**src/rtl/ap_fifo_frame_pkg.sv**
```systemverilog
// Shared constants, state encoding and checksum helpers for the framed
// ap_fifo checksum stage.
`timescale 1ns/1ps
package ap_fifo_frame_pkg;

   localparam int DATA_W = 128;
   localparam int LEN_W  = 32;

   typedef enum logic [1:0] {
      HDR     = 2'd0,
      PAYLOAD = 2'd1,
      TRAILER = 2'd2
   } state_e;

   // Trailer layout: {fold(xr), L[31:0], sum}
   localparam int TRL_XOR_LSB = 64;
   localparam int TRL_LEN_LSB = 32;
   localparam int TRL_SUM_LSB = 0;

   function automatic logic [31:0] lane_sum(input logic [DATA_W-1:0] d);
      return d[31:0] + d[63:32] + d[95:64] + d[127:96];
   endfunction

   function automatic logic [63:0] fold_xor(input logic [DATA_W-1:0] x);
      return x[127:64] ^ x[63:0];
   endfunction

endpackage

```
**src/rtl/ap_fifo_frame_checksum_acc.sv**
```systemverilog
// Running 32-bit lane sum and 128-bit xor over the payload words of one frame.
`timescale 1ns/1ps
module frame_csum_acc
   import ap_fifo_frame_pkg::*;
(
   input  logic              clk,
   input  logic              rst_n,
   input  logic              clr,
   input  logic              en,
   input  logic [DATA_W-1:0] din,
   output logic [31:0]       sum,
   output logic [DATA_W-1:0] xr
);

   // Clear wins over accumulate; both hold otherwise.
   always_ff @(posedge clk or negedge rst_n) begin
      if (!rst_n) begin
         sum <= 32'd0;
         xr  <= {DATA_W{1'b0}};
      end else if (clr) begin
         sum <= 32'd0;
         xr  <= {DATA_W{1'b0}};
      end else if (en) begin
         sum <= sum + lane_sum(din);
         xr  <= xr ^ din;
      end else begin
         sum <= sum;
         xr  <= xr;
      end
   end

endmodule

```
**src/rtl/ap_fifo_frame_checksum.sv**
```systemverilog
// Forwards framed 128-bit ap_fifo traffic unchanged and appends one checksum
// trailer word per frame; single output register with ready/full backpressure.
`timescale 1ns/1ps
module ap_fifo_frame_checksum #(
   parameter int DATA_W  = 128,
   parameter int LEN_W   = 32,
   parameter int MAX_LEN = 65536
) (
   input  logic              ip_clk,
   input  logic              ip_rst_n,
   input  logic [DATA_W-1:0] in_r_dout,
   input  logic              in_r_empty_n,
   output logic              in_r_read,
   output logic [DATA_W-1:0] out_r_din,
   output logic              out_r_write,
   input  logic              out_r_full,
   output logic [31:0]       frame_count,
   output logic              len_err,
   output logic              busy
);
   import ap_fifo_frame_pkg::*;

   generate
      if (DATA_W != 128) begin : g_bad_data_w
         $error("ap_fifo_frame_checksum: DATA_W must be 128");
      end
      if (LEN_W < 32 || LEN_W > DATA_W) begin : g_bad_len_w
         $error("ap_fifo_frame_checksum: LEN_W must be in 32..DATA_W");
      end
   endgenerate

   localparam logic [LEN_W-1:0] MAX_LEN_C = LEN_W'(MAX_LEN);
   localparam logic [LEN_W-1:0] ONE_C     = LEN_W'(1);

   state_e              state_r;
   state_e              state_nx_s;
   logic [DATA_W-1:0]   obuf_r;
   logic                obuf_v_r;
   logic [LEN_W-1:0]    len_r;
   logic [LEN_W-1:0]    len_nx_s;
   logic [LEN_W-1:0]    rem_r;
   logic [LEN_W-1:0]    rem_nx_s;
   logic [31:0]         frame_count_r;
   logic                len_err_r;

   logic                slot_free_s;
   logic                acc_clr_s;
   logic                acc_en_s;
   logic                trl_load_s;
   logic                over_s;
   logic [LEN_W-1:0]    raw_len_s;
   logic [LEN_W-1:0]    clamp_len_s;
   logic [31:0]         sum_s;
   logic [DATA_W-1:0]   xr_s;
   logic [DATA_W-1:0]   trailer_s;

   frame_csum_acc u_acc (
      .clk   (ip_clk),
      .rst_n (ip_rst_n),
      .clr   (acc_clr_s),
      .en    (acc_en_s),
      .din   (in_r_dout),
      .sum   (sum_s),
      .xr    (xr_s)
   );

   // Handshake: a word may enter whenever the output slot drains this cycle.
   always_comb begin
      out_r_write = obuf_v_r & ~out_r_full;
      slot_free_s = ~obuf_v_r | out_r_write;
      in_r_read   = in_r_empty_n & slot_free_s & (state_r != TRAILER);
   end

   // Header length field, clamped to the largest legal payload count.
   always_comb begin
      raw_len_s = in_r_dout[LEN_W-1:0];
      over_s    = (raw_len_s > MAX_LEN_C);
      if (over_s) begin
         clamp_len_s = MAX_LEN_C;
      end else begin
         clamp_len_s = raw_len_s;
      end
   end

   // Trailer word assembled from the accumulators and the latched length.
   always_comb begin
      trailer_s                        = {DATA_W{1'b0}};
      trailer_s[TRL_XOR_LSB +: 64]     = fold_xor(xr_s);
      trailer_s[TRL_LEN_LSB +: 32]     = len_r[31:0];
      trailer_s[TRL_SUM_LSB +: 32]     = sum_s;
   end

   // Frame parser next-state logic.
   always_comb begin
      state_nx_s = state_r;
      len_nx_s   = len_r;
      rem_nx_s   = rem_r;
      acc_clr_s  = 1'b0;
      acc_en_s   = 1'b0;
      trl_load_s = 1'b0;
      case (state_r)
         HDR: begin
            if (in_r_read) begin
               len_nx_s  = clamp_len_s;
               rem_nx_s  = clamp_len_s;
               acc_clr_s = 1'b1;
               if (clamp_len_s != {LEN_W{1'b0}}) begin
                  state_nx_s = PAYLOAD;
               end else begin
                  state_nx_s = TRAILER;
               end
            end else begin
               state_nx_s = HDR;
            end
         end
         PAYLOAD: begin
            if (in_r_read) begin
               acc_en_s = 1'b1;
               rem_nx_s = rem_r - ONE_C;
               if (rem_r == ONE_C) begin
                  state_nx_s = TRAILER;
               end else begin
                  state_nx_s = PAYLOAD;
               end
            end else begin
               state_nx_s = PAYLOAD;
            end
         end
         TRAILER: begin
            if (slot_free_s) begin
               trl_load_s = 1'b1;
               state_nx_s = HDR;
            end else begin
               state_nx_s = TRAILER;
            end
         end
         default: begin
            state_nx_s = HDR;
         end
      endcase
   end

   // Parser state, frame length and remaining payload count.
   always_ff @(posedge ip_clk or negedge ip_rst_n) begin
      if (!ip_rst_n) begin
         state_r <= HDR;
         len_r   <= {LEN_W{1'b0}};
         rem_r   <= {LEN_W{1'b0}};
      end else begin
         state_r <= state_nx_s;
         len_r   <= len_nx_s;
         rem_r   <= rem_nx_s;
      end
   end

   // Output register: forwarded words and trailers never coincide.
   always_ff @(posedge ip_clk or negedge ip_rst_n) begin
      if (!ip_rst_n) begin
         obuf_r   <= {DATA_W{1'b0}};
         obuf_v_r <= 1'b0;
      end else if (in_r_read) begin
         obuf_r   <= in_r_dout;
         obuf_v_r <= 1'b1;
      end else if (trl_load_s) begin
         obuf_r   <= trailer_s;
         obuf_v_r <= 1'b1;
      end else if (out_r_write) begin
         obuf_r   <= obuf_r;
         obuf_v_r <= 1'b0;
      end else begin
         obuf_r   <= obuf_r;
         obuf_v_r <= obuf_v_r;
      end
   end

   // Status: trailer counter and sticky oversize-length flag.
   always_ff @(posedge ip_clk or negedge ip_rst_n) begin
      if (!ip_rst_n) begin
         frame_count_r <= 32'd0;
         len_err_r     <= 1'b0;
      end else begin
         if (trl_load_s) begin
            frame_count_r <= frame_count_r + 32'd1;
         end else begin
            frame_count_r <= frame_count_r;
         end
         if ((state_r == HDR) && in_r_read && over_s) begin
            len_err_r <= 1'b1;
         end else begin
            len_err_r <= len_err_r;
         end
      end
   end

   assign out_r_din   = obuf_r;
   assign frame_count = frame_count_r;
   assign len_err     = len_err_r;
   assign busy        = (state_r != HDR) | obuf_v_r;

endmodule

```
**config.mk**
```make
export PLATFORM = sky130hd
export DESIGN_NAME = ap_fifo_frame_checksum
export DESIGN_NICKNAME = d
export VERILOG_FILES = /design/src/rtl/ap_fifo_frame_pkg.sv /design/src/rtl/ap_fifo_frame_checksum_acc.sv /design/src/rtl/ap_fifo_frame_checksum.sv
export SDC_FILE = /design/constraint.sdc
export NUM_CORES = 1
export LEC_CHECK = 0
export CAP_MARGIN = 20
export CORE_UTILIZATION = 60
export DETAILED_ROUTE_END_ITERATION = 8
export PLACE_DENSITY = 0.86
export SYNTH_ARGS = -nofsm -noshare
export SYNTH_HDL_FRONTEND = slang
export SYNTH_HIERARCHICAL = 1
export SYNTH_SLANG_ARGS = --single-unit
```
**constraint.sdc**
```tcl
create_clock -name ip_clk -period 7 [get_ports ip_clk]
set_clock_uncertainty 0.1 [all_clocks]
set_input_delay 1.4 -clock ip_clk [delete_from_list [all_inputs] [get_ports ip_clk]]
set_output_delay 1.4 -clock ip_clk [all_outputs]
set_load 0.05 [all_outputs]
```
* Word-level counts from Yosys, hierarchy flattened
Index checks and enable logic that the tools add are counted.
** Storage, ports and cells
- Flip-flop bits (word level) :: 388
- Input bits :: 132
- Word-level logic and storage cells :: 66
** Cells by class
- $add $sub $neg :: 6
- Order comparisons :: 1
- Equality and inequality tests :: 6
- Multiplexer cells :: 24
- Bitwise gates (word level) :: 9
- Reduce and logical (&&, ||, !) cells :: 11
** Operator list (number)
- 128-bit 2-to-1 mux :: 4
- 32-bit 2-to-1 mux :: 5
- 32-bit adder :: 4
- 128-bit bitwise XOR :: 1
- 32-bit case mux with 2 select lines :: 1
- 64-bit bitwise XOR :: 1
- 32-bit by 1-bit adder with 32-bit output (second input constant) :: 1
- 32-bit by 1-bit equality test with 1-bit output (second input constant) :: 1
- 32-bit by 17-bit > comparator with 1-bit output (second input constant) :: 1
- 32-bit nonzero test :: 1
- 32-bit by 1-bit subtractor with 32-bit output (second input constant) :: 1
- 2-bit 2-to-1 mux :: 5
- 1-bit 2-to-1 mux :: 8
- 2-bit nonzero test :: 4
- 2-bit inequality test (second input constant) :: 3
- 2-bit case mux with 3 select lines :: 1
- 1-bit bitwise AND :: 3
- 3-bit AND reduction :: 1
- 3-bit nonzero test :: 1
- 2-bit by 1-bit equality test with 1-bit output (second input constant) :: 1
- 2-bit equality test (second input constant) :: 1
- 1-bit logical AND :: 2
- 2-bit zero test :: 1
- 1-bit NOT :: 2
- other kinds (2) :: 3

* Depth between registers and ports, before layout
Gate-level depths: netlist of run 1.
- Depth in word-level cells :: 9
- Gate-level depth with buffers :: 18

* Modules after synthesis
The synthesis of run 1 kept the hierarchy.
** By module, submodules not included
- frame_csum_acc :: times used 1, cells each 1244, area an instance 11230.8 um^2, sequential area each 4003.8 um^2
- ap_fifo_frame_checksum :: times used 1, cells each 981, area an instance 10332.4 um^2, sequential area each 5705.5 um^2

* Worst setup path after synthesis of run 1
No wires, ideal clock.
- Kind :: input to register
- Start point :: input port in_r_dout[1]
- End point :: register u_acc.sum[27]
- Setup time :: 124 ps
- Arrival :: 5042 ps
- Path slack :: 1734 ps
- Cell stages on the path :: 17
- Buffers on the path :: 0
- Cell sequence :: inv_1 fa_1 fa_1 fa_1 inv_1 ha_1 inv_1 fa_1 nor2b_1 o21bai_1 a211o_1 a21o_1 a31oi_4 nor3_4 o21ai_4 a311oi_1 a211o_1
** Between the ends
- Word-level cells in the longest chain between the ends :: 6
** Ends and longest elaborated chain
- from (decl) :: RTL line ap_fifo_frame_checksum.sv:11 : input logic [DATA_W-1:0] in_r_dout,
- 32-bit adder (3 in a row) :: RTL line ap_fifo_frame_pkg.sv:21 : return d[31:0] + d[63:32] + d[95:64] + d[127:96];
- 32-bit adder :: RTL line ap_fifo_frame_checksum_acc.sv:24 : sum <= sum + lane_sum(din);
- 32-bit 2-to-1 mux :: RTL line ap_fifo_frame_checksum_acc.sv:23 : end else if (en) begin
- 32-bit 2-to-1 mux :: RTL line ap_fifo_frame_checksum_acc.sv:20 : end else if (clr) begin
- to (signal assigned) :: RTL line ap_fifo_frame_checksum_acc.sv:24
- to (signal assigned) :: RTL line ap_fifo_frame_checksum_acc.sv:27 : sum <= sum;
- to (decl) :: RTL line ap_fifo_frame_checksum_acc.sv:11 : output logic [31:0] sum,
No other way between the ends. The select of a mux whose other input is x is not followed.
A chain may end at the register's enable or synchronous reset.

* Final worst setup path of run 1
Same ends and word-level chain as after synthesis.

==> PnR_summary.wiki, run 1 <==
{| class="wikitable"
! Metric !! Value
|-
| Deepest level of the CTS H-tree || 2
|-
| Height of the chip || 192 um
|-
| Critical path's most frequent cell || sky130_fd_sc_hd__fa_1
|-
| WP data required || between 7 and 8 ns
|-
| Share of the yosys chip area belonging to registers || 0.450
|-
| Slew headroom || 0.318
|-
| TritonCTS clock tree || yes
|-
| Number of placement rows || 69
|-
| Post-CTS Resized || 0
|-
| Via-per-instance ratio || 5.95
|-
| Via count of the first global-routing pass || around 18000
|-
| HPWL after detailed placement || 40400 um
|-
| Clock transition at the register clock pins on the worst setup and hold paths after CTS || 0.06 ns
|-
| Launch point of the worst path || in_r_dout[1]
|-
| Max-cap viol count || 0
|-
| CP bufs+invs || 5
|-
| Register cell area after layout || between 0.009 and 0.01 sq mm
|-
| Quantity of hold-fixing buffers added after cts || 0
|-
| Mapped Nets || between 2000 and 2500
|-
| RSZ-0062 raised after global routing || no
|-
| Initial antenna violation count || 1
|-
| Power density normalized to cell area || 392 mW/mm^2
|-
| Final estimated routing congestion in global placement || between 0.9 and 1
|-
| Period Utilization, post-route || 0.851
|-
| Largest stage delay on the critical path || just under 0.6 ns
|-
| Cells traversed along the worst timing path || clkdlybuf4s50_1, buf_4, inv_1, fa_1, fa_1, fa_1, inv_1, ha_1, inv_1, fa_1, nor2b_1, o21bai_1, a211o_1, a21o_1, a31oi_4, nor3_4, o21ai_4, a311oi_1, a211o_1
|-
| Register-to-Register Setup Slack || between 2 and 3 ns
|-
| Maximum number of pins on one net before global-route repair || approximately 150
|-
| Number of iterations in the first detailed-routing pass || 7
|-
| Wire length reported by the detailed router || between 60000 and 70000 um
|-
| First-pass GRT wire length || between 90000 and 100000 um
|-
| Total congestion overflow after global routing || 0
|-
| Drt first-iter violations || around 1700
|-
| Clock latency on the worst-skew pair || between 0.5 and 0.6 ns
|-
| FF+latch count, synth || between 300 and 400
|-
| Class of the most critical setup path || primary input to register
|-
| CP arrival || 6.29 ns
|-
| Setup TNS || 0 ns
|-
| Worst-path maximum fanout || 6
|-
| DR vias || between 15000 and 20000
|-
| Post-synth ARST share || 1.00
|-
| Buffers inserted by post-CTS timing repair || 0
|-
| Worst r2r src || state_r[0]$_DFF_PN0_
|-
| Number of standard cells after synthesis || between 2000 and 2500
|-
| Reg-to-reg critical path endpoint || u_acc/sum[29]$_DFFE_PN0P_
|-
| Antenna-violating nets left || 0
|-
| Cell with the biggest individual delay on the critical path || sky130_fd_sc_hd__fa_1
|-
| Number of endpoints with negative hold slack in the final report || 0
|-
| Maximum clock rate || 168 MHz
|-
| Placeable core region || between 0.03 and 0.04 sq mm
|-
| Largest delay share family, worst path || adder cells
|-
| Cell area after synthesis || around 0.022 sq mm
|-
| Time the final worst path needs with I/O delays and setup || approximately 6 ns
|-
| Final Slew Violations || 0
|-
| Worst min path class || register to register
|-
| Placement Setup Slack || roughly 0.64 ns
|-
| Nets || ~2700
|-
| Wire per inst || 20.3 um
|-
| Synth Warn # || 6
|-
| Cell depth of the worst setup path || 19
|-
| Signed area change from the synthesized netlist to the final layout || 22.2%
|-
| Number of flops mapped to enable cells by yosys || 0
|-
| Post-synth top flop || sky130_fd_sc_hd__dfrtp_1
|-
| Launching element type of the critical path || primary input
|-
| Starting Density || 0.608
|-
| Floorplan die area || 0.0367 sq mm
|-
| Result of the run || completed
|-
| VDD IR max || about 0.00029 V
|-
| PnR worst setup slack || about 1.0 ns
|-
| Endpoint kind of the worst setup timing path || register
|-
| Path depth of the worst reg2reg path || 7
|-
| Quantity of I/O buffers inserted on ports || between 200 and 300
|-
| Area taken by multi-input logic gates || 0.0101 sq mm
|-
| Mean area per synthesized cell || 9.69 sq um
|-
| Capture point of the critical path || u_acc/sum[27]$_DFFE_PN0P_
|-
| Final count of negative-setup-slack endpoints || 0
|-
| Final cell area excluding filler cells || between 0.02 and 0.03 sq mm
|-
| Slew of the pin with the lowest slew margin || between 1 and 1.5 ns
|-
| Die boundary width || between 150 and 200 um
|-
| Clock sink count || 388
|-
| GR Util All Layers || 0.335
|-
| Fill count || between 2000 and 2500
|-
| Deepest clock path buffer count || 3
|-
| Boundary Pins || approximately 300
|-
| Placed cell area || between 0.02 and 0.025 sq mm
|-
| Number of distinct library cell variants in the gate-level netlist after synthesis || 74
|-
| Fraction of layout instances using a drive strength above 1 || 0.0486
|-
| Root Buffer Master || sky130_fd_sc_hd__clkbuf_16
|-
| Leakage power || 12.5 nW
|-
| DRC violations left || 0
|-
| Num CTS Buffers || 42
|}
## per-layer routing
metal,global-route usage,share of wire,up-vias
met5,0,0,-
met4,0.168,0.048,0
met3,0.0574,0.082,171
met2,0.544,0.48,865
met1,0.434,0.39,8876
li1,-,-,7793
## flip-flops by register name, indices dropped and copies added, names as in the netlist
| register | count |
|---|---|
| u_acc/sum | 32 |
| rem_r | 32 |
| state_r | 2 |
| u_acc/xr | 128 |
| frame_count | 32 |
| len_r | 32 |
| out_r_din | 128 |
| obuf_v_r | 1 |
| len_err | 1 |
## placed cells by master, fill, tap and decap left out, types with 12 or more instances in the layout
master                            instances
sky130_fd_sc_hd__dfrtp_1                388
sky130_fd_sc_hd__inv_1                  362
sky130_fd_sc_hd__clkdlybuf4s50_1        294
sky130_fd_sc_hd__nand2_1                233
sky130_fd_sc_hd__nor2_1                 186
sky130_fd_sc_hd__xor2_1                 141
sky130_fd_sc_hd__xnor2_1                109
sky130_fd_sc_hd__fa_1                    92
sky130_fd_sc_hd__o21ai_0                 88
sky130_fd_sc_hd__a22oi_1                 66
sky130_fd_sc_hd__a222oi_1                64
sky130_fd_sc_hd__clkbuf_16               45
sky130_fd_sc_hd__nand3_1                 43
sky130_fd_sc_hd__a21oi_1                 38
sky130_fd_sc_hd__ha_1                    35
sky130_fd_sc_hd__nor3_1                  24
sky130_fd_sc_hd__nand4_1                 22
sky130_fd_sc_hd__nor4_1                  18
sky130_fd_sc_hd__and2_1                  18
sky130_fd_sc_hd__mux2i_1                 18
sky130_fd_sc_hd__a21o_1                  16
sky130_fd_sc_hd__buf_4                   16
sky130_fd_sc_hd__nor2b_1                 12
## worst register-to-register path, delay by kind of cell, from the launching register on
kind | cells | cell delay [ns]
AND/OR/NAND/NOR | 3 | 1.97
buffers and inverters | 2 | 1.09
flip-flops | 1 | 0.78
AO/OA/AOI/OAI | 2 | 0.37
## through the flow
step                hold slack [ns]  power (mW)   util  cells
detailed placement            0.358        7.98  0.703   2897
global route                  0.402        11.0  0.743   2974
floorplan                     0.340        6.79      -   2225
finish                        0.372        10.3  0.743   2974
CTS                           0.370        10.3  0.742   2972
global placement              0.352        7.79  0.703   2896
## cell usage after synthesis (all sizes together) (9+ instances only)
| library cell | count | area [sq um] |
|---|---|---|
| nand2 | 234 | 878 |
| clkbuf | 89 | 337 |
| or3 | 10 | 62.6 |
| a22oi | 66 | 495 |
| and2 | 18 | 113 |
| nand4 | 22 | 138 |
| a21o | 16 | 120 |
| and3 | 11 | 68.8 |
| ha | 35 | 438 |
| xnor2 | 109 | 955 |
| a21oi | 42 | 221 |
| inv | 362 | 1360 |
| xor2 | 141 | 1230 |
| mux2i | 18 | 180 |
| fa | 92 | 1840 |
| nand2b | 9 | 56.3 |
| o21ai | 92 | 479 |
| buf | 14 | 57.6 |
| nor4 | 18 | 113 |
| dfrtp | 388 | 9710 |
| nor3 | 25 | 136 |
| nor2b | 12 | 75.1 |
| or4 | 13 | 105 |
| nand3 | 43 | 215 |
| nor2 | 188 | 706 |
| a222oi | 64 | 641 |
| a31oi | 10 | 92.6 |
## worst min path at each step
stage | from | to | slack, ns | cells past startpoint
6_report | len_r[1]$_DFFE_PN0P_ | len_r[1]$_DFFE_PN0P_ | 0.37 | 2
5_1_grt | len_r[21]$_DFFE_PN0P_ | len_r[21]$_DFFE_PN0P_ | 0.40 | 1
4_1_cts | len_r[1]$_DFFE_PN0P_ | len_r[1]$_DFFE_PN0P_ | 0.37 | 2
3_5_place_dp | len_r[1]$_DFFE_PN0P_ | len_r[1]$_DFFE_PN0P_ | 0.36 | 2
3_3_place_gp | len_r[1]$_DFFE_PN0P_ | len_r[1]$_DFFE_PN0P_ | 0.35 | 2
2_1_floorplan | len_r[0]$_DFFE_PN0P_ | len_r[0]$_DFFE_PN0P_ | 0.34 | 2
## layout make-up
class                      instances  share of cell area
clock inverter                    10             0.00304
sequential                       388               0.368
multi-input combinational       1370               0.385
timing repair buffer             315               0.120
inverter                         364              0.0522
clock buffer                      65              0.0497
antenna                            1           0.0000949
tap                              461              0.0219
## power breakdown
group | internal [mW] | switching, mW | total, mW
Clock | 1.32 | 0.915 | 2.24
Sequential | 2.86 | 0.558 | 3.42
Combinational | 1.99 | 2.70 | 4.69
Total | 6.17 | 4.17 | 10.3
## cell families (layout without fill, tap and decap cells)
logic type	count (synthesis)	in the layout	synth area share
AOI/OAI and AO/OA	357	357	0.123
xor gates and xnor gates	250	250	0.102
adders and majority gates	127	127	0.106
buffers and inverters	467	754	0.0816
DFF	388	388	0.450
muxes	18	18	0.00836
other	0	1	0
and+or+nand+nor	618	618	0.129
Note: power is estimated with default switching activity, not from simulation.
==> run 2: changes to the inputs <==
--- a/config.mk
+++ b/config.mk
@@ -6,6 +6,7 @@
 export NUM_CORES = 1
 export LEC_CHECK = 0
 export CAP_MARGIN = 20
+export CORE_ASPECT_RATIO = 0.8
 export CORE_UTILIZATION = 60
 export DETAILED_ROUTE_END_ITERATION = 8
 export PLACE_DENSITY = 0.86
==> run 2 against run 1 <==
- cell count rose by 0.24%
- largest power group unchanged
- setup slack improved by 0.18 ns
- sequential power barely moved
- clock-buffer cell count fell by 10
- first-iteration DRC count rose by 32%
==> PnR_summary.wiki, run 2 (synthesis gave the netlist of run 1 again) <==
{| class="wikitable"
! Metric !! Value
|-
| Result of the run || completed
|-
| Leakage power || 12.5 nW (about the same)
|-
| Worst-path maximum fanout || 5 (-1)
|-
| Signed area change from the synthesized netlist to the final layout || 22.3% (about the same)
|-
| Setup TNS || 0 ns (unchanged)
|-
| Commonest cells after routing, fill and taps aside || 388 x sky130_fd_sc_hd__dfrtp_1, 362 x sky130_fd_sc_hd__inv_1, 294 x sky130_fd_sc_hd__clkdlybuf4s50_1
|-
| Drt first-iter violations || 2195 (+32%)
|-
| Register-to-Register Setup Slack || 2.69 ns (+0.06 ns)
|-
| Max-cap viol count || 0 (unchanged)
|-
| Height of the chip || 172 um (-10%)
|-
| Boundary Pins || 296 (unchanged)
|-
| Nets || 2738 (-0.073%)
|-
| DRC violations left || 0 (unchanged)
|-
| Layout Cells excl Fill || 2981 (+0.24%)
|-
| Time the final worst path needs with I/O delays and setup || 5.77 ns (-0.182 ns)
|-
| Initial antenna violation count || 0 (-1)
|-
| Quantity of hold-fixing buffers added after cts || 0 (unchanged)
|-
| DR vias || 17700 (-0.056%)
|-
| Antenna-violating nets left || 0 (unchanged)
|-
| Slew headroom || 0.244 (-0.0739)
|-
| Via-per-instance ratio || 5.94 (-0.29%)
|-
| Cell count after placement || 2909 (+0.41%)
|-
| Clock transition at the register clock pins on the worst setup and hold paths after CTS || 0.07 ns (about the same)
|-
| Antenna fix cells || 0 (-1)
|-
| Period Utilization, post-route || 0.825 (-0.0260)
|-
| Worst hold margin || 0.372 ns (unchanged)
|-
| Maximum clock rate || 173 MHz (+3.2%)
|-
| Quantity of I/O buffers inserted on ports || 295 (unchanged)
|-
| Root Buffer Master || sky130_fd_sc_hd__clkbuf_16
|-
| Final estimated routing congestion in global placement || 0.929 (+2.6%)
|-
| Fraction of the core area covered by cells at the end of the flow || 0.753 (+0.0101)
|-
| Slew of the pin with the lowest slew margin || 1.13 ns (+0.111 ns)
|-
| VDD IR max || 0.000221 V (-23%)
|-
| Clock sink count || 388 (unchanged)
|-
| Fill count || 2271 (-3.8%)
|-
| First-pass GRT wire length || 96100 um (about the same)
|-
| Worst min path class || register to register
|-
| Num CTS Buffers || 40 (-4.8%)
|-
| Endpoint kind of the worst setup timing path || register
|-
| Floorplan die area || 0.0367 sq mm (about the same)
|-
| HPWL after detailed placement || 40700 um (+0.84%)
|-
| Final count of negative-setup-slack endpoints || 0 (unchanged)
|-
| Final Slew Violations || 0 (unchanged)
|-
| Launching element type of the critical path || primary input
|-
| Post-CTS Resized || 0 (unchanged)
|-
| Starting Density || 0.616 (+0.00781)
|-
| Die boundary width || 214 um (+12%)
|-
| Deepest clock path buffer count || 3 (unchanged)
|-
| CP arrival || 6.11 ns (-0.18 ns)
|-
| Total congestion overflow after global routing || 0 (unchanged)
|-
| Placeable core region || 0.0350 sq mm (-1.3%)
|-
| Class of the most critical setup path || primary input to register
|-
| Wire per inst || 20.3 um (-0.19%)
|-
| TritonCTS clock tree || yes
|-
| Power density normalized to cell area || 398 mW/mm^2 (+1.5%)
|-
| GR Util All Layers || 0.331 (-0.00398)
|-
| Maximum number of pins on one net before global-route repair || 196 (+30%)
|-
| Number of endpoints with negative hold slack in the final report || 0 (unchanged)
|-
| RSZ-0062 raised after global routing || no
|-
| Leading cell type in the layout, fill and taps excluded || sky130_fd_sc_hd__dfrtp_1
|-
| Wire length reported by the detailed router || 60500 um (about the same)
|-
| Via count of the first global-routing pass || 17900 (-2.6%)
|-
| Buffers inserted by post-CTS timing repair || 0 (unchanged)
|-
| Post-layout total power || 10.5 mW (+1.5%)
|-
| Fraction of layout instances using a drive strength above 1 || 0.0490 (+0.000457)
|-
| Deepest level of the CTS H-tree || 2 (unchanged)
|-
| WP data required || 7.33 ns (about the same)
|-
| Number of iterations in the first detailed-routing pass || 7 (unchanged)
|-
| Clock latency on the worst-skew pair || 0.56 ns (about the same)
|-
| Number of placement rows || 61 (-12%)
|}
[run 2: changes by cell type in the layout (fill, tap and decap cells not counted), sizes merged]
cell	delta
bufinv	+6
clkbuf	-10
clkinv	-3
inv	+3
diode	-1
clkinvlp	+1
[run 2: area by class of cell]
| cell class | count | area, sq um | share of cell area |
|---|---|---|---|
| Clock buffer | 55 | 1170 | 0.0443 |
| Inverter | 364 | 1380 | 0.0522 |
| Timing Repair Buffer | 315 | 3120 | 0.118 |
| Multi-Input combinational cell | 1370 | 10100 | 0.384 |
| Tap cell | 472 | 591 | 0.0224 |
| Clock inverter | 17 | 279 | 0.0106 |
| Sequential cell | 388 | 9710 | 0.368 |
[run 2: metal layers]
layer | global-route usage | up-vias | share of wire
met5 | 0 | - | 0
met2 | 0.519 | 965 | 0.46
met1 | 0.464 | 8827 | 0.42
met3 | 0.0718 | 118 | 0.096
met4 | 0.0995 | 0 | 0.025
li1 | - | 7785 | -
[run 2: power by group]
part | switching [mW] | internal [mW] | total, mW
logic | 2.73 | 1.99 | 4.73
clock network | 0.930 | 1.43 | 2.36
registers | 0.557 | 2.86 | 3.42
total | 4.22 | 6.28 | 10.5
[run 2: worst paths after layout]
kind | from | end | cells after the start
worst max-delay path | in_r_dout[1] | u_acc/sum[27]$_DFFE_PN0P_ | 18
min in group asynchronous | ip_rst_n | out_r_din[44]$_DFFE_PN0P_ | 1
max in group asynchronous | ip_rst_n | out_r_din[97]$_DFFE_PN0P_ | 2
worst max register to register | state_r[0]$_DFF_PN0_ | u_acc/sum[29]$_DFFE_PN0P_ | 7
worst min register to register | len_r[4]$_DFFE_PN0P_ | len_r[4]$_DFFE_PN0P_ | 2
worst min-delay path | len_r[4]$_DFFE_PN0P_ | len_r[4]$_DFFE_PN0P_ | 2
[run 2: per-stage QoR]
step / area (sq um) / setup WS [ns]
2_1_floorplan: 21600 / 1.73
3_3_place_gp: 24900 / 0.792
3_5_place_dp: 24900 / 0.749
4_1_cts: 26400 / 1.28
5_1_grt: 26400 / 1.10
6_report: 26400 / 1.23
[run 2: critical path, cell delays in order]
cell                              delay [ns]
sky130_fd_sc_hd__clkdlybuf4s50_1        0.53
sky130_fd_sc_hd__inv_1                  0.08
sky130_fd_sc_hd__fa_1                   0.58
sky130_fd_sc_hd__fa_1                   0.45
sky130_fd_sc_hd__fa_1                   0.45
sky130_fd_sc_hd__inv_1                  0.08
sky130_fd_sc_hd__ha_1                   0.18
sky130_fd_sc_hd__inv_1                  0.07
sky130_fd_sc_hd__fa_1                   0.43
sky130_fd_sc_hd__nor2b_1                0.23
sky130_fd_sc_hd__o21bai_1               0.15
sky130_fd_sc_hd__a211o_1                0.33
sky130_fd_sc_hd__a21o_1                 0.20
sky130_fd_sc_hd__a31oi_4                0.18
sky130_fd_sc_hd__nor3_4                 0.08
sky130_fd_sc_hd__o21ai_4                0.25
sky130_fd_sc_hd__a311oi_1               0.13
sky130_fd_sc_hd__a211o_1                0.29
==> patch (flow settings as in run 1) <==
Put one more register stage on the output `frame_count`, without a reset. The value now appears one clock later. The other outputs are not delayed to match.
--- a/src/rtl/ap_fifo_frame_checksum.sv
+++ b/src/rtl/ap_fifo_frame_checksum.sv
@@ -193,7 +193,9 @@
    end
 
    assign out_r_din   = obuf_r;
-   assign frame_count = frame_count_r;
+   always_ff @(posedge ip_clk) begin
+      frame_count <= frame_count_r;
+   end
    assign len_err     = len_err_r;
    assign busy        = (state_r != HDR) | obuf_v_r;
 
Formal check against the unedited RTL: not equivalent (Yosys sat finds a counterexample within 4 cycles, from zero or initial values and one cycle with ip_rst_n low).
==> patch against run 1 <==
First-iteration DRC count is 4.1% higher. Synthesized cell count up 0.13%. Sequential cell count increased by 32. Sequential power rose by 5.8%. Utilization down 0.11 points. Register-to-register slack better by 0.59 ns. Synthesized area up 2.9%. Sequential share of layout area up 1.4 points. Worst setup slack improved by 0.17 ns. Power rose by 3.6%. Clock power is 7% higher. Cell area increased by 2.8%. Wire length grew 1.3%.
==> patch: results (changes against run 1) <==
INFO  run_status     status=complete, no violations
INFO  final_layout   layout-drive-gt1-share=0.05228 [+0.003710]
INFO  yosys          synth_cell_types=77 [+4.1%]
INFO  yosys          netlist_top_cells_count=388 x sky130_fd_sc_hd__dfrtp_1, 365 x sky130_fd_sc_hd__inv_1, 213 x sky130_fd_sc_hd__nand2_1, 194 x sky130_fd_sc_hd__nor2_1, 144 x sky130_fd_sc_hd__xor2_1
INFO  routing        viasPerCell=6.002 [+0.82%]
INFO  placement      place_inst=2913 [+0.55%]
INFO  final_layout   final.clkbuf_count=64 [-1.5%]
INFO  power          vdd_drop_max=252.4uV [-12%]
INFO  final_layout   seq_cells=420 [+8.2%]
INFO  routing        wire_per_inst=20.45um [+0.62%]
INFO  final_layout   layout.filler_cells=2458 [+4.2%]
INFO  final_layout   final-clk-cell-share=0.05450 [+0.001712]
INFO  sta            tightest_slew=0.9897ns [-0.03275 ns]
INFO  power          netSwitchingPower=4.266mW [+2.2%]
INFO  final_layout   final_net_count=2751 [+0.40%]
INFO  placement      globalplace.congestion=0.8700 [-3.9%]
INFO  yosys          synthXorXnorAreaFrac=0.09869 [-0.002857]
INFO  final_layout   seqCellArea=10350squm [+6.6%]
INFO  final_layout   inv_count=365 [+0.27%]
INFO  yosys          yosys.area_share.adder=0.1027 [-0.002975]
INFO  yosys          netlist_top_cells_area=sky130_fd_sc_hd__dfrtp_1 44%, sky130_fd_sc_hd__fa_1 8.3%, sky130_fd_sc_hd__inv_1 6.2%, sky130_fd_sc_hd__xor2_1 5.7%, sky130_fd_sc_hd__xnor2_1 4.2%
INFO  routing        dr.first_iter.drc_count=1729 [+4.1%]
INFO  yosys          async_reset_ff_frac=0.9238 [-0.07619]
INFO  critical_path  critical_path_peak_fanout=5 [-1]
INFO  final_layout   multiInputCombCellCount=1342 [-2.0%]
INFO  placement      dpl-instance-area=25600squm [+2.7%]
INFO  yosys          synthesis.nets=2487 [+0.12%]
INFO  final_layout   nonClkBufAreaFrac=0.1177 [-0.002419]
INFO  placement      detailed_place_hpwl=40290um [-0.19%]
INFO  final_layout   final_cell_count_no_fill=2994 [+0.67%]
INFO  global_route   first_global_vias=18480 [+0.45%]
INFO  placement      pre_cts_slack=0.7098ns [+0.06716 ns]
INFO  yosys          sequential_fraction_of_the_synthesis_area=0.4665 [+0.01620]
INFO  clocking       number_of_buffers_created_by_cts=44 [+4.8%]
[patch: changes by cell type after synthesis, moves of 6 or more]
cell	delta
sky130_fd_sc_hd__dfxtp_1	+32
sky130_fd_sc_hd__nor2_1	+6
sky130_fd_sc_hd__a22o_1	+9
sky130_fd_sc_hd__nand2_1	-21
sky130_fd_sc_hd__o311ai_0	+7
sky130_fd_sc_hd__nor3_1	-7
sky130_fd_sc_hd__and3_1	-6
sky130_fd_sc_hd__nand3_1	-20
[patch: path summary, 6_finish.rpt]
check	startpoint	to	slack, ns	cells past startpoint
setup / recovery	in_r_dout[1]	u_acc/sum[27]	1.21	18
hold / removal	frame_count_r[31]	frame_count[31]	0.30	0
setup reg to reg	state_r[0]	u_acc/sum[30]	3.22	8
hold reg to reg	frame_count_r[31]	frame_count[31]	0.30	0
max in group asynchronous	ip_rst_n	rem_r[23]	4.82	2
min in group asynchronous	ip_rst_n	out_r_din[90]	0.66	1
[patch: per-layer routing]
layer | wire length [um] | GRT usage | up-vias | part of all wire
met4 | 2159 | 0.1226 | 0 | 0.035
li1 | - | - | 7850 | -
met3 | 5993 | 0.06837 | 160 | 0.098
met2 | 28930 | 0.5282 | 968 | 0.47
met1 | 24150 | 0.4461 | 8992 | 0.39
met5 | 0 | 0 | - | 0
[patch: power by group through the flow]
stage          sequential [mW]  combinational [mW]  clock (mW)
2_1_floorplan             3.85                3.18           0
3_3_place_gp              3.59                4.44           0
3_5_place_dp              3.63                4.59           0
4_1_cts                   3.60                4.67        2.41
5_1_grt                   3.68                5.19        2.51
6_report                  3.62                4.71        2.39
[patch: critical path: cells and delay by family]
| kind | cells | cell delay, ns |
|---|---|---|
| AOI/OAI and AO/OA | 7 | 1.52 |
| and+or+nand+nor | 2 | 0.34 |
| adders and majority gates | 5 | 2.08 |
| buffers and inverters | 4 | 0.79 |
